===== config.mk =====
export PLATFORM = sky130hd
export DESIGN_NAME = hazard_control_unit
export DESIGN_NICKNAME = d
export VERILOG_FILES = /design/src/rtl/cpu_types_pkg.sv /design/src/rtl/hazard_control_unit_sat_counter.sv /design/src/rtl/hazard_control_unit.sv
export SDC_FILE = /design/constraint.sdc
export NUM_CORES = 1
export LEC_CHECK = 0
export BUFFER_PORTS_ARGS = -buffer_cell sky130_fd_sc_hd__buf_4
export CORE_AREA = 3 3 56 97
export DETAILED_ROUTE_END_ITERATION = 7
export DIE_AREA = 0 0 59 100
export PLACE_DENSITY_LB_ADDON = 0.3
export REMOVE_ABC_BUFFERS = 1
export SYNTH_ARGS = -nofsm -noshare
export SYNTH_HDL_FRONTEND = slang
export SYNTH_SLANG_ARGS = --single-unit

===== constraint.sdc =====
create_clock -name CLK -period 2.8 [get_ports CLK]
set_input_delay 0.14 -clock CLK [delete_from_list [all_inputs] [get_ports CLK]]
set_output_delay 0.14 -clock CLK [all_outputs]
set_load 0.02 [all_outputs]

===== src/rtl/cpu_types_pkg.sv =====
// Shared core types for the hazard control unit: sequencer states, decision rules,
// the stage-control bundle and the load-use comparator.
package cpu_types_pkg;

    typedef logic [4:0] regbits_t;

    typedef enum logic [1:0] {
        FLUSH0 = 2'd0,
        RUN    = 2'd1,
        DWAIT  = 2'd2,
        HALTED = 2'd3
    } hz_state_t;

    // Which per-cycle rule produced the stage controls
    typedef enum logic [2:0] {
        HZ_R_NONE    = 3'd0,
        HZ_R_HALT    = 3'd1,
        HZ_R_DWAIT   = 3'd2,
        HZ_R_REDIR   = 3'd3,
        HZ_R_HOLD    = 3'd4,
        HZ_R_LOADUSE = 3'd5,
        HZ_R_IMISS   = 3'd6,
        HZ_R_ADVANCE = 3'd7
    } hz_rule_t;

    typedef struct packed {
        logic pc_en;
        logic if_id_en;
        logic id_ex_en;
        logic ex_mem_en;
        logic mem_wb_en;
        logic if_id_flush;
        logic id_ex_flush;
    } hz_ctrl_t;

    localparam int HZ_CNT_W = 32;

    // x0 is hard-wired zero, so a load targeting it never creates a dependency
    function automatic logic hz_load_use(input logic ex_memread, input regbits_t ex_rd,
                                         input regbits_t rs1, input regbits_t rs2);
        return ex_memread && (ex_rd != 5'd0) && ((ex_rd == rs1) || (ex_rd == rs2));
    endfunction

endpackage


===== src/rtl/hazard_control_unit_sat_counter.sv =====
// Saturating event counter used for stall and performance statistics.
import cpu_types_pkg::*;

module hz_sat_counter #(
    parameter int CNT_W = HZ_CNT_W
) (
    input  logic             CLK,
    input  logic             RST,
    input  logic             inc,
    input  logic             clear,
    output logic [CNT_W-1:0] count
);

    logic [CNT_W-1:0] count_r;

    // Count events, sticking at all-ones instead of wrapping
    always_ff @(posedge CLK or posedge RST) begin
        if (RST) begin
            count_r <= '0;
        end else if (clear) begin
            count_r <= '0;
        end else if (inc && (count_r != {CNT_W{1'b1}})) begin
            count_r <= count_r + CNT_W'(1);
        end
    end

    assign count = count_r;

endmodule


===== src/rtl/hazard_control_unit.sv =====
// Pipeline sequencer: Mealy stage enables/flushes, data-wait watchdog and stall counter.
// Optional HAZARD_PERF_CNT_EN adds load-use, redirect and data-wait cycle counters.
import cpu_types_pkg::*;

module hazard_control_unit #(
    parameter int WAIT_LIMIT = 64,
    parameter int CNT_W      = HZ_CNT_W
) (
    input  logic             CLK,
    input  logic             RST,
    input  logic [4:0]       id_rs1,
    input  logic [4:0]       id_rs2,
    input  logic [4:0]       ex_rd,
    input  logic             ex_memread,
    input  logic             redirect_ex,
    input  logic             ihit,
    input  logic             mem_dren,
    input  logic             mem_dwen,
    input  logic             dhit,
    input  logic             halt_mem,
    output logic             pc_en,
    output logic             if_id_en,
    output logic             id_ex_en,
    output logic             ex_mem_en,
    output logic             mem_wb_en,
    output logic             if_id_flush,
    output logic             id_ex_flush,
    output logic             halt_out,
    output logic             mem_timeout,
    output logic [CNT_W-1:0] stall_cycles
`ifdef HAZARD_PERF_CNT_EN
    ,
    output logic [CNT_W-1:0] loaduse_cnt,
    output logic [CNT_W-1:0] redirect_cnt,
    output logic [CNT_W-1:0] dwait_cnt
`endif
);

    localparam int WC_W = (WAIT_LIMIT > 1) ? $clog2(WAIT_LIMIT) : 1;
    localparam logic [WC_W-1:0] WAIT_LAST = WC_W'(WAIT_LIMIT - 1);

    hz_state_t       state_r;
    hz_state_t       next_state_s;
    hz_rule_t        rule_s;
    hz_ctrl_t        ctrl_s;
    logic [WC_W-1:0] wait_cnt_r;
    logic            halt_out_r;
    logic            mem_timeout_r;
    logic            wait_s;
    logic            stall_inc_s;

    // Select stage controls from the current state and this cycle's hazards
    always_comb begin
        ctrl_s       = hz_ctrl_t'(7'b0000000);
        next_state_s = state_r;
        rule_s       = HZ_R_NONE;
        if (RST) begin
            ctrl_s       = hz_ctrl_t'(7'b0000000);
            next_state_s = FLUSH0;
        end else begin
            case (state_r)
                FLUSH0: begin
                    ctrl_s       = hz_ctrl_t'(7'b0111111);
                    next_state_s = RUN;
                end
                RUN, DWAIT: begin
                    next_state_s = RUN;
                    if (halt_mem) begin
                        rule_s       = HZ_R_HALT;
                        ctrl_s       = hz_ctrl_t'(7'b0000100);
                        next_state_s = HALTED;
                    end else if ((mem_dren || mem_dwen) && !dhit) begin
                        rule_s       = HZ_R_DWAIT;
                        ctrl_s       = hz_ctrl_t'(7'b0000000);
                        next_state_s = DWAIT;
                    end else if (redirect_ex && ihit) begin
                        rule_s = HZ_R_REDIR;
                        ctrl_s = hz_ctrl_t'(7'b1111111);
                    end else if (redirect_ex) begin
                        rule_s = HZ_R_HOLD;
                        ctrl_s = hz_ctrl_t'(7'b0000000);
                    end else if (hz_load_use(ex_memread, ex_rd, id_rs1, id_rs2)) begin
                        rule_s = HZ_R_LOADUSE;
                        ctrl_s = hz_ctrl_t'(7'b0011101);
                    end else if (!ihit) begin
                        rule_s = HZ_R_IMISS;
                        ctrl_s = hz_ctrl_t'(7'b0111110);
                    end else begin
                        rule_s = HZ_R_ADVANCE;
                        ctrl_s = hz_ctrl_t'(7'b1111100);
                    end
                end
                HALTED: begin
                    ctrl_s       = hz_ctrl_t'(7'b0000000);
                    next_state_s = HALTED;
                end
                default: begin
                    ctrl_s       = hz_ctrl_t'(7'b0000000);
                    next_state_s = FLUSH0;
                end
            endcase
        end
    end

    assign wait_s      = (rule_s == HZ_R_DWAIT);
    assign stall_inc_s = !ctrl_s.pc_en && (state_r != HALTED);

    // State, consecutive-wait tracking and sticky status flags
    always_ff @(posedge CLK or posedge RST) begin
        if (RST) begin
            state_r       <= FLUSH0;
            wait_cnt_r    <= '0;
            halt_out_r    <= 1'b0;
            mem_timeout_r <= 1'b0;
        end else begin
            state_r <= next_state_s;
            if (wait_s) begin
                if (wait_cnt_r != WAIT_LAST) begin
                    wait_cnt_r <= wait_cnt_r + WC_W'(1);
                end
                if (wait_cnt_r == WAIT_LAST) begin
                    mem_timeout_r <= 1'b1;
                end
            end else begin
                wait_cnt_r <= '0;
            end
            if (rule_s == HZ_R_HALT) begin
                halt_out_r <= 1'b1;
            end
        end
    end

    assign pc_en       = ctrl_s.pc_en;
    assign if_id_en    = ctrl_s.if_id_en;
    assign id_ex_en    = ctrl_s.id_ex_en;
    assign ex_mem_en   = ctrl_s.ex_mem_en;
    assign mem_wb_en   = ctrl_s.mem_wb_en;
    assign if_id_flush = ctrl_s.if_id_flush;
    assign id_ex_flush = ctrl_s.id_ex_flush;
    assign halt_out    = halt_out_r;
    assign mem_timeout = mem_timeout_r;

    hz_sat_counter #(.CNT_W(CNT_W)) u_stall_cnt (
        .CLK(CLK), .RST(RST), .inc(stall_inc_s), .clear(1'b0), .count(stall_cycles)
    );

`ifdef HAZARD_PERF_CNT_EN
    hz_sat_counter #(.CNT_W(CNT_W)) u_loaduse_cnt (
        .CLK(CLK), .RST(RST), .inc(rule_s == HZ_R_LOADUSE), .clear(1'b0), .count(loaduse_cnt)
    );
    hz_sat_counter #(.CNT_W(CNT_W)) u_redirect_cnt (
        .CLK(CLK), .RST(RST), .inc(rule_s == HZ_R_REDIR), .clear(1'b0), .count(redirect_cnt)
    );
    hz_sat_counter #(.CNT_W(CNT_W)) u_dwait_cnt (
        .CLK(CLK), .RST(RST), .inc(wait_s), .clear(1'b0), .count(dwait_cnt)
    );
`endif

endmodule


Word level (Yosys, flattened, before mapping)
Cells that the tools add are included.

Bits in registers: 42. Input bits: 24. Output and inout port bits: 41. Word-level logic and storage cells: 55.

Muxes and demuxes: 22. Eq/ne operators: 12. Reduce and logical (&&, ||, !) cells: 14. Add/sub/neg operators: 2.

Operators by type and width (number): $mux W7 (7); $add A32 B1 Y32 const B (1); $ne A32 B32 Y1 const B (1); $pmux W7 S3 (1); $mux W3 (5); $mux W6 (2); $eq A5 B5 Y1 (2); $mux W2 (5); $add A6 B1 Y6 const B (1); $eq A6 B6 Y1 const B (1); $logic_and A1 B1 Y1 (6); $ne A6 B6 Y1 const B (1); $pmux W2 S3 (1); $reduce_bool A5 Y1 (1); $eq A2 B2 Y1 const B (2); $eq A3 B1 Y1 const B (1); $eq A3 B2 Y1 const B (1); $eq A2 B1 Y1 const B (1); $logic_not A1 Y1 (2); $logic_not A2 Y1 (1); $logic_or A1 B1 Y1 (2); $ne A2 B1 Y1 const B (1); $ne A2 B2 Y1 const B (1); $reduce_and A2 Y1 (1); other kinds (2) (2).

Longest topological paths before layout
Depth in word-level cells: 13. Depth in mapped cells: 9. Mapped depth without buffers: 7.

By module
From an unflattened synthesis, not the netlist that was laid out.

Cell total of the unflattened synthesis: 280. Area, all modules: 2553.7 um^2.

By module, submodules not included: hz_sat_counter (seq. area each 800.8 um^2, cells each 186, instances 1, area each 1740.4 um^2); hazard_control_unit (seq. area each 250.2 um^2, cells each 94, instances 1, area each 813.3 um^2).

Worst setup path before layout
No wires, ideal clock.

Kind: reg-to-reg. Start: register u_stall_cnt.count_r[0], in the netlist u_stall_cnt.count[0]. End: register u_stall_cnt.count_r[6], in the netlist u_stall_cnt.count[6]. Period minus slack after synthesis: 2177 ps. Path buffers: 2. Data required time: 2665 ps. Cell stages (with the launch flop): 10. Arrival: 2042 ps. Path slack: 623 ps. Setup time: 135 ps. Path through: dfrtp_1 ha_1 nand4_1 nor4b_1 nand3_1 o211ai_1 buf_2 buf_2 nor3_1 xor2_1.

Longest elaborated chain between the ends: 2. Elaborated cells between the ends (all ways): 3. Classes of those cells: 1 x add/sub; 1 x eq/ne; 1 x reduce/logical.

Ends and longest elaborated chain: start: declaration (RTL line hazard_control_unit_sat_counter.sv:14) `logic [CNT_W-1:0] count_r;`; start signal: assignment (RTL line hazard_control_unit_sat_counter.sv:23) `count_r <= count_r + CNT_W'(1);`; parallel branches: the longest is 2 deep, another holds $add A32 B1 Y32.

Several ways; the timed one is not identified. A chain may end at the register's enable or synchronous reset.

Worst setup path after layout
Start: register state_r[0]. End: register u_stall_cnt.count_r[21], in the netlist u_stall_cnt.count[21].

Longest elaborated chain between the ends: 7. Elaborated cells between the ends (all ways): 11. Classes of those cells: 4 x eq/ne; 2 x mux; 5 x reduce/logical.

Ends and longest elaborated chain: start: declaration (RTL line hazard_control_unit.sv:42) `hz_state_t state_r;`; start signal: assignment (RTL line hazard_control_unit.sv:116) `state_r <= next_state_s;`; $eq A2 B1 Y1 or $eq A2 B2 Y1 (tied branches) (RTL line hazard_control_unit.sv:61) `case (state_r)`; $reduce_or A2 Y1 (RTL line hazard_control_unit.sv:61); $pmux W7 S3 (RTL line hazard_control_unit.sv:61); $mux W7 (RTL line hazard_control_unit.sv:57) `if (RST) begin`; $logic_not A1 Y1 (RTL line hazard_control_unit.sv:106) `assign stall_inc_s = !ctrl_s.pc_en && (state_r != HALTED);`; $logic_and A1 B1 Y1 (*) (RTL line hazard_control_unit.sv:106); $logic_and A1 B1 Y1 (*) (RTL line hazard_control_unit_sat_counter.sv:22) `end else if (inc && (count_r != {CNT_W{1'b1}})) begin`.

Mark *: on every way between the ends. The rest lies on a longest branch, timed or not.

==> impl_metrics.tcl <==
set metrics [dict create \
    place_ws_ns 0.4669 \
    clk_pin_slew_worst_paths_ns 0.09 \
    synth-edff-count 0 \
    p_int_mw 1.148 \
    hold_buffers 1 \
    via_count 1979 \
    crit_required_ns 2.98 \
    grt_pass1_wl_um 8811 \
    r2r_start "state_r[0]$_DFF_PP0_" \
    yosys_warnings 0 \
    route.detailed.drc 0 \
    die_area_sq_um 5900 \
    ioPinCount 65 \
    drtIter0Drc 38 \
    vias_per_cell 5.575 \
    finalSetupViolations 0 \
    comb_power_share 0.273 \
    cts_buffer_depth 2 \
    postRouteAntennaNets 0 \
    tightestPinTransition_ns 0.7031 \
    syn_area_sq_um 2318 \
    overflow 0 \
    ir_drop_uv 524.8 \
    cp_cell_sequence "inv_1 -> ha_1 -> nor4b_1 -> nand3_1 -> o211ai_1 -> buf_4 -> nor4_1 -> xor2_1" \
    grt_pass1_vias 2037 \
    layout_common_cells "buf_4, dfrtp_1, xor2_1, xnor2_1, nand3_1" \
    cap_violations 0 \
    grt_max_degree 28 \
    hold_viol_final 0 \
    min_period_ns 2.380 \
    reg2reg_depth 8 \
    final_area_sq_um 2964 \
    fp-row-count 33 \
    port_buffers 64 \
    postCtsSetupBuffers 0 \
    diodes 0 \
    p_sw_frac 0.3301 \
    hold_depth 2 \
    die_y_um 100 \
    status "complete, no violations" \
    ys.flop_type "dfrtp_1" \
    slowest_delay_ns 0.46 \
    dp_hpwl_um 3950 \
    cts_tree "done" \
    r2r_end "u_stall_cnt.count[21]$_DFFE_PP0P_" \
    rsz0062_at_grt "no" \
    synth.distinct_cells 43 \
    hold_path_end "halt_out$_DFFE_PP0N_" \
    first_pass_iters 4 \
    cts.repair.resized 0 \
    clkPwrFrac 0.281 \
    worstHoldStart "halt_mem" \
    seq_area_frac_synth 0.4533 \
    synth_cells 235 \
    fmax_ghz 0.4201 \
    p_seq_frac 0.446 \
    cts_num_sinks 42 \
    fp.coreArea_sq_um 4707 \
    critPathCaptureType "register" \
    hp-class "in2reg" \
    cp.arrival_ns 2.56 \
    relSlewSlack 0.5308 \
    skew_ns 0.01019 \
    async_reset_ff_frac 1.000 \
    numCtsBuffers 5 \
    clock_latency_ns 0.30 \
    postRouteWirelength_um 5274 \
    period_share 0.8501 \
    start_util 0.4926 \
    gr-usage-all-layers 0.1890 \
    cp_max_fo 20 \
    clockRootBuffer "clkbuf_8" \
    final_common_cell "buf_4" \
    cts-htree-levels 2 \
    antenna_found_initial 0 \
    layout-area-overhead-vs-synth_pct 27.85 \
    maxSlewViolCount 0 \
    nets 330 \
    critPathLaunchType "register" \
    ys_ff_latch 42 \
    leakage_nw 1.480 \
    syn_area_per_cell_sq_um 9.866 \
    power_density_nw_per_um2 578.4 \
    final_layout_size_suffix_gt1_frac 0.2904 \
    wl_per_cell_um 14.86 \
    fin_ws_ns 0.4196 \
    critPathSlowestCell "ha_1" \
    crit_type "reg2reg" \
    p_sw_uw 566.0 \
    power.total_mw 1.714 \
    regToRegSetupSlack_ns 0.42 \
    placed_area_sq_um 2844 \
    gp_congestion 0.8552 \
    die_width_um 59 \
]
[cells in the mapped netlist, types with 2 or more instances]
cell / count / area, sq um
a21oi_1: 9 / 45.04
a31oi_1: 3 / 18.77
and3_1: 2 / 12.51
and4_1: 4 / 35.03
buf_2: 4 / 20.02
clkbuf_1: 3 / 11.26
dfrtp_1: 42 / 1051
ha_1: 4 / 50.05
inv_1: 12 / 45.04
nand2_1: 15 / 56.30
nand3_1: 17 / 85.08
nand4_1: 7 / 43.79
nor2_1: 15 / 56.30
nor2b_1: 4 / 25.02
nor3_1: 12 / 60.06
nor3_2: 3 / 30.03
nor4_1: 5 / 31.28
nor4_2: 3 / 37.54
nor4b_1: 2 / 17.52
o21ai_0: 2 / 10.01
o21bai_1: 2 / 15.01
or2_2: 3 / 18.77
or3_1: 2 / 12.51
xnor2_1: 19 / 166.4
xor2_1: 23 / 201.4
[registers in the layout (all words and copies together) (netlist names)]
name	cells
state_r	2
mem_timeout	1
wait_cnt_r	6
halt_out	1
u_stall_cnt.count	32
[power groups by stage]
stage / Clock (mW) / Sequential, mW / Combinational (mW)
detailed placement: 0 / 0.774 / 0.474
global placement: 0 / 0.774 / 0.464
finish: 0.482 / 0.764 / 0.469
CTS: 0.494 / 0.764 / 0.475
global route: 0.518 / 0.775 / 0.506
floorplan: 0 / 0.832 / 0.204
[worst max path at each step]
stage	startpoint	endpoint	slack, ns	depth (start not counted)
2_1_floorplan	state_r[0]$_DFF_PP0_	u_stall_cnt.count[1]$_DFFE_PP0P_	-0.43	6
3_3_place_gp	state_r[0]$_DFF_PP0_	u_stall_cnt.count[21]$_DFFE_PP0P_	0.52	8
3_5_place_dp	state_r[0]$_DFF_PP0_	u_stall_cnt.count[21]$_DFFE_PP0P_	0.47	8
4_1_cts	state_r[0]$_DFF_PP0_	u_stall_cnt.count[15]$_DFFE_PP0P_	0.42	8
5_1_grt	state_r[0]$_DFF_PP0_	u_stall_cnt.count[8]$_DFFE_PP0P_	0.20	8
6_report	state_r[0]$_DFF_PP0_	u_stall_cnt.count[21]$_DFFE_PP0P_	0.42	8
[cell type report]
cell class                      instances  area, sq um
Clock buffer                            6        72.57
Clock inverter                          2        37.54
Fill cell                             415         1743
Inverter                               12        45.04
Multi-Input combinational cell        172         1172
Sequential cell                        42         1051
Tap cell                               52        65.06
Timing Repair Buffer                   69        520.5
[worst max-delay path, delay by kind of cell (launching register included)]
family | cells | cell delay (ns)
DFF | 1 | 0.36
xor gates and xnor gates | 1 | 0.16
AOI/OAI and AO/OA | 1 | 0.26
and+or+nand+nor | 3 | 0.65
adders and majority gates | 1 | 0.46
buffers and inverters | 2 | 0.37
[stage by stage]
stage	utilization	instances	hold slack, ns	setup TNS [ns]
after floorplan	-	226	0.2031	-9.760
after global placement	0.6042	346	0.3301	0
after detailed placement	0.6042	346	0.3287	0
after CTS	0.6297	355	0.1162	0
after global routing	0.6297	355	0.1157	0
final	0.6297	355	0.1221	0
[logic make-up (layout without fill, tap and decap cells)]
kind of cell	Yosys count	in the layout	synth area share
buffers and inverters	21	89	0.04101
AOI/OAI and AO/OA	23	23	0.06098
and+or+nand+nor	101	101	0.2553
xor gates and xnor gates	42	42	0.1587
DFF	42	42	0.4533
adders and majority gates	4	4	0.02159
muxes	2	2	0.009174
[routing by layer]
metal,vias up,part of all wire,routed length (um),global-route usage
li1,953,-,-,-
met1,946,0.38,2025,0.2081
met2,68,0.52,2725,0.3356
met3,12,0.080,420,0.03861
met4,0,0.019,102,0.08726
met5,-,0,0,0
Note: power is estimated with default switching activity, not from simulation.
